<file path="src/rtl/rc4_pkg.sv">
// Shared state encoding and character-class constants for the decrypted-message checker.
package rc4_pkg;

   typedef enum logic [2:0] {
      ST_IDLE,
      ST_ADDR,
      ST_WAIT,
      ST_CHECK,
      ST_DONE
   } chk_state_e;

   localparam logic [7:0] CHAR_SPACE = 8'h20;
   localparam logic [7:0] CHAR_LOW_A = 8'h61;
   localparam logic [7:0] CHAR_LOW_Z = 8'h7A;

endpackage

</file>
<file path="src/rtl/msg_char_classifier.sv">
// Combinational byte classifier: a byte is legal when it is a space or a lowercase letter.
module msg_char_classifier
   import rc4_pkg::*;
(
   input  logic [7:0] char_i,
   output logic       legal_o
);

   assign legal_o = (char_i == CHAR_SPACE) ||
                    ((char_i >= CHAR_LOW_A) && (char_i <= CHAR_LOW_Z));

endmodule

</file>
<file path="config.mk">
export PLATFORM = sky130hd
export DESIGN_NAME = msg_char_classifier
export DESIGN_NICKNAME = d
export VERILOG_FILES = /design/src/rtl/rc4_pkg.sv /design/src/rtl/msg_char_classifier.sv
export SDC_FILE = /design/constraint.sdc
export NUM_CORES = 1
export LEC_CHECK = 0
export ABC_CLOCK_PERIOD_IN_PS = 950
export CORE_AREA = 2 2 39 41
export DETAILED_ROUTE_END_ITERATION = 12
export DIE_AREA = 0 0 41 43
export GPL_TIMING_DRIVEN = 1
export PLACE_DENSITY = 0.3
export REMOVE_ABC_BUFFERS = 1
export SYNTH_ARGS = -nofsm -noshare
export SYNTH_HDL_FRONTEND = slang
export SYNTH_SLANG_ARGS = --single-unit
</file>
<file path="constraint.sdc">
create_clock -name vclk -period 0.95
set_clock_uncertainty 0.1 [all_clocks]
set_input_delay 0.19 -clock vclk [all_inputs]
set_output_delay 0.19 -clock vclk [all_outputs]
set_load 0.005 [all_outputs]
</file>
### Word level (Yosys, flattened, before mapping)

Cells that the tools add are included.

| storage, ports and cells | value |
|---|---|
| input port bits | 8 |
| bits in registers | 0 |
| output and inout port bits | 1 |
| logic and storage cells | 5 |

| cells by class | value |
|---|---|
| order comparisons | 2 |
| equality and inequality tests | 1 |
| reductions and logical operators | 2 |

Operators by type and width:

| cell | count |
|---|---|
| $eq 8x6->1 const B | 1 |
| $ge 8x7->1 const B | 1 |
| $le 8x7->1 const B | 1 |
| $logic_and 1x1->1 | 1 |
| $logic_or 1x1->1 | 1 |

### Depth between registers and ports, before layout

| logic depth | value |
|---|---|
| depth in word-level cells | 3 |
| depth in mapped cells | 3 |
| mapped depth without buffers | 3 |

### Least setup slack after synthesis

Ideal clock, no wire load.

| timing | value |
|---|---|
| path type | in2out |
| from | input port char_i[1] |
| to | output port legal_o |
| data required time | 660 ps |
| slack | 23 ps |
| buffers on the path | 0 |
| stages | 3 |
| arrival | 637 ps |
| path through | nor3_2 -> o22ai_1 -> nor3_2 |

| between the ends | value |
|---|---|
| cells in the longest elaborated chain, start to end | 3 |
| elaborated cells between the ends (all ways) | 5 |
| classes of those cells | order compare (2); eq/ne (1); reduce/logical (2) |

RTL lines:

| item | RTL line | source |
|---|---|---|
| start: declaration | msg_char_classifier.sv:5 | `input logic [7:0] char_i,` |
| $ge 8x7->1 / $le 8x7->1 (equally long branches) | msg_char_classifier.sv:10 | `((char_i >= CHAR_LOW_A) && (char_i <= CHAR_LOW_Z));` |
| $logic_and 1x1->1 | msg_char_classifier.sv:10 |  |
| $logic_or 1x1->1 * | msg_char_classifier.sv:9 | `assign legal_o = (char_i == CHAR_SPACE) \|\|` |
| end: declaration | msg_char_classifier.sv:6 | `output logic legal_o` |

Every way passes the cells marked *; elsewhere a longest branch is shown, timed or not.

### Worst setup path after layout

| timing | value |
|---|---|
| from | input port char_i[0] |
| to | output port legal_o |

The elaborated chain is that of the path after synthesis.

==> results.sh <==
export IMPL_outcome="finished with violations"
export IMPL_violations="negative setup slack"
export IMPL_ys_warn_count=0
export IMPL_initial_utilization_pct=4.16
export IMPL_worst_setup_path_type="in -> out"
export IMPL_end_kind="output port"
export IMPL_power_density_nw_per_um2=344
export IMPL_ir_drop_uv=108
export IMPL_tightest_slew_ns=0.156
export IMPL_grt_pass1_wl_um=427
export IMPL_vias=106
export IMPL_required_ns=0.66
export IMPL_wirelength_um=252
export IMPL_via_per_inst=3.12
export IMPL_die_h_um=43
export IMPL_post_route_util_pct=12.8
export IMPL_antenna_found_initial=0
export IMPL_die_w_um=41
export IMPL_p_leak_uw=0.0000718
export IMPL_cp_slowest_stage_delay_ns=0.20
export IMPL_synth_cells=9
export IMPL_final_cell_mix="buf_2, clkbuf_2"
export IMPL_seq_cells=0
export IMPL_cp_cell_sequence="buf_8 -> nor3_4 -> and3_4 -> nor3_2 -> buf_2"
export IMPL_cp_top_family="simple AND/OR/NAND/NOR gates"
export IMPL_antenna_cells=0
export IMPL_post_cts_buffers=0
export IMPL_post_route_drc_count=0
export IMPL_synth_area_per_cell_sq_um=6.40
export IMPL_core_sq_um=1380
export IMPL_clock_fmax_ghz=0.886
export IMPL_grt_pass1_vias=117
export IMPL_critPathArrivalTime_ns=0.84
export IMPL_hold_class="in -> out"
export IMPL_dp_cells=34
export IMPL_yosysSeqAreaShare_pct=0
export IMPL_die_area_sq_um=1760
export IMPL_n_clock_buffer=0
export IMPL_finalMaxSlewViolations=0
export IMPL_crit_buf_inv=2
export IMPL_ys_types=8
export IMPL_start_kind="primary input"
export IMPL_whs_path_depth=5
export IMPL_seqCellArea_sq_um=0
export IMPL_antenna_left=0
export IMPL_nNetsFinal=28
export IMPL_hold_viol=0
export IMPL_synthTopCellsByArea="nor3_2, and3_2, nor2b_1"
export IMPL_netlist_area_sq_um=57.6
export IMPL_fin_crit_sh_pct=119
export IMPL_finalPower_uw=61.2
export IMPL_dp_slack_ns=-0.975
export IMPL_drive_above_1_share_pct=88.9
export IMPL_worstHoldStart="char_i[7]"
export IMPL_grt_max_degree=4
export IMPL_slew_headroom_pct=89.6
export IMPL_setup_violations=1
export IMPL_hold_path_end="legal_o"
export IMPL_synth_top_cell_area_share_pct=34.8
export IMPL_grtUsageTotal_pct=3.30
export IMPL_instances_no_fill=34
export IMPL_grt_overflow_total=0
export IMPL_post_route_min_period_ns=1.13
export IMPL_wire_per_inst_um=7.41
export IMPL_row_count=14
export IMPL_fin_area_sq_um=178
export IMPL_placed_area_sq_um=168
export IMPL_io_buffers=9
export IMPL_yosysTopAreaCell="nor3_2"
export IMPL_io_pins=9
export IMPL_rsz0062_at_grt="yes"
export IMPL_firstDrtPassIters=1
export IMPL_drtIter0Drc=0
export IMPL_cap_violations=0
export IMPL_worst_slack_ns=-0.179
export IMPL_routabilityCongestion=0.590
export IMPL_path_max_fanout=2
export IMPL_syn_to_final_growth_pct=209
export IMPL_crit_slowest_cell="and3_4"
==> cell families (layout without fill, tap and decap cells) <==
| logic type | count (synthesis) | in the layout | share of synthesized area [%] |
|---|---|---|---|
| AOI/OAI and AO/OA | 3 | 3 | 28.3 |
| buffers and inverters | 0 | 9 | 0 |
| and+or+nand+nor | 6 | 6 | 71.7 |
==> final cells by class <==
cell class	count	area, sq um
well taps	16	20.0
multi-input cells	9	91.3
fillers	161	1210
repair buffers	9	66.3
==> what timing repair did <==
| action | CTS | global route |
|---|---|---|
| pin swaps | 5 | 5 |
| setup endpoints to repair | 1 | 1 |
| gates resized for setup | 32 | 11 |
| gates cloned | 0 | 0 |
| hold buffers | 0 | 0 |
| endpoints found under the hold margin | 0 | 0 |
==> power by group <==
group	switching, uW	leakage [uW]	internal (uW)	total, uW
Combinational	26.2	0.0000718	35.0	61.2
Sequential	0	0	0	0
Clock	0	0	0	0
==> Yosys cell counts <==
library cell,n
and3_2,1
o21ai_0,1
o22ai_1,1
nor2b_1,1
nand2_1,1
nor2_1,1
nor3_2,2
a21oi_1,1
==> metal layers <==
metal | vias to the layer above | GRT usage, % | wire [um]
li1 | 52 | - | -
met1 | 45 | 6.05 | 150
met3 | 0 | 0 | 30
met4 | 0 | 0 | 0
met5 | - | 0 | 0
met2 | 9 | 4.38 | 71
==> stage by stage <==
step                hold WS, ns  TNS [ns]
floorplan                 0.423         0
global placement           1.34    -0.971
detailed placement         1.34    -0.975
CTS                       0.730    -0.225
global route              0.651    -0.222
finish                    0.626    -0.179
==> how the worst max path moves through the flow <==
stage	from	endpoint	slack, ns	cells past startpoint
floorplan	char_i[1]	legal_o	0.02	3
global placement	char_i[0]	legal_o	-0.97	5
detailed placement	char_i[0]	legal_o	-0.98	5
CTS	char_i[4]	legal_o	-0.22	5
global route	char_i[0]	legal_o	-0.22	5
finish	char_i[0]	legal_o	-0.18	5
(Power assumes the default switching activity.)
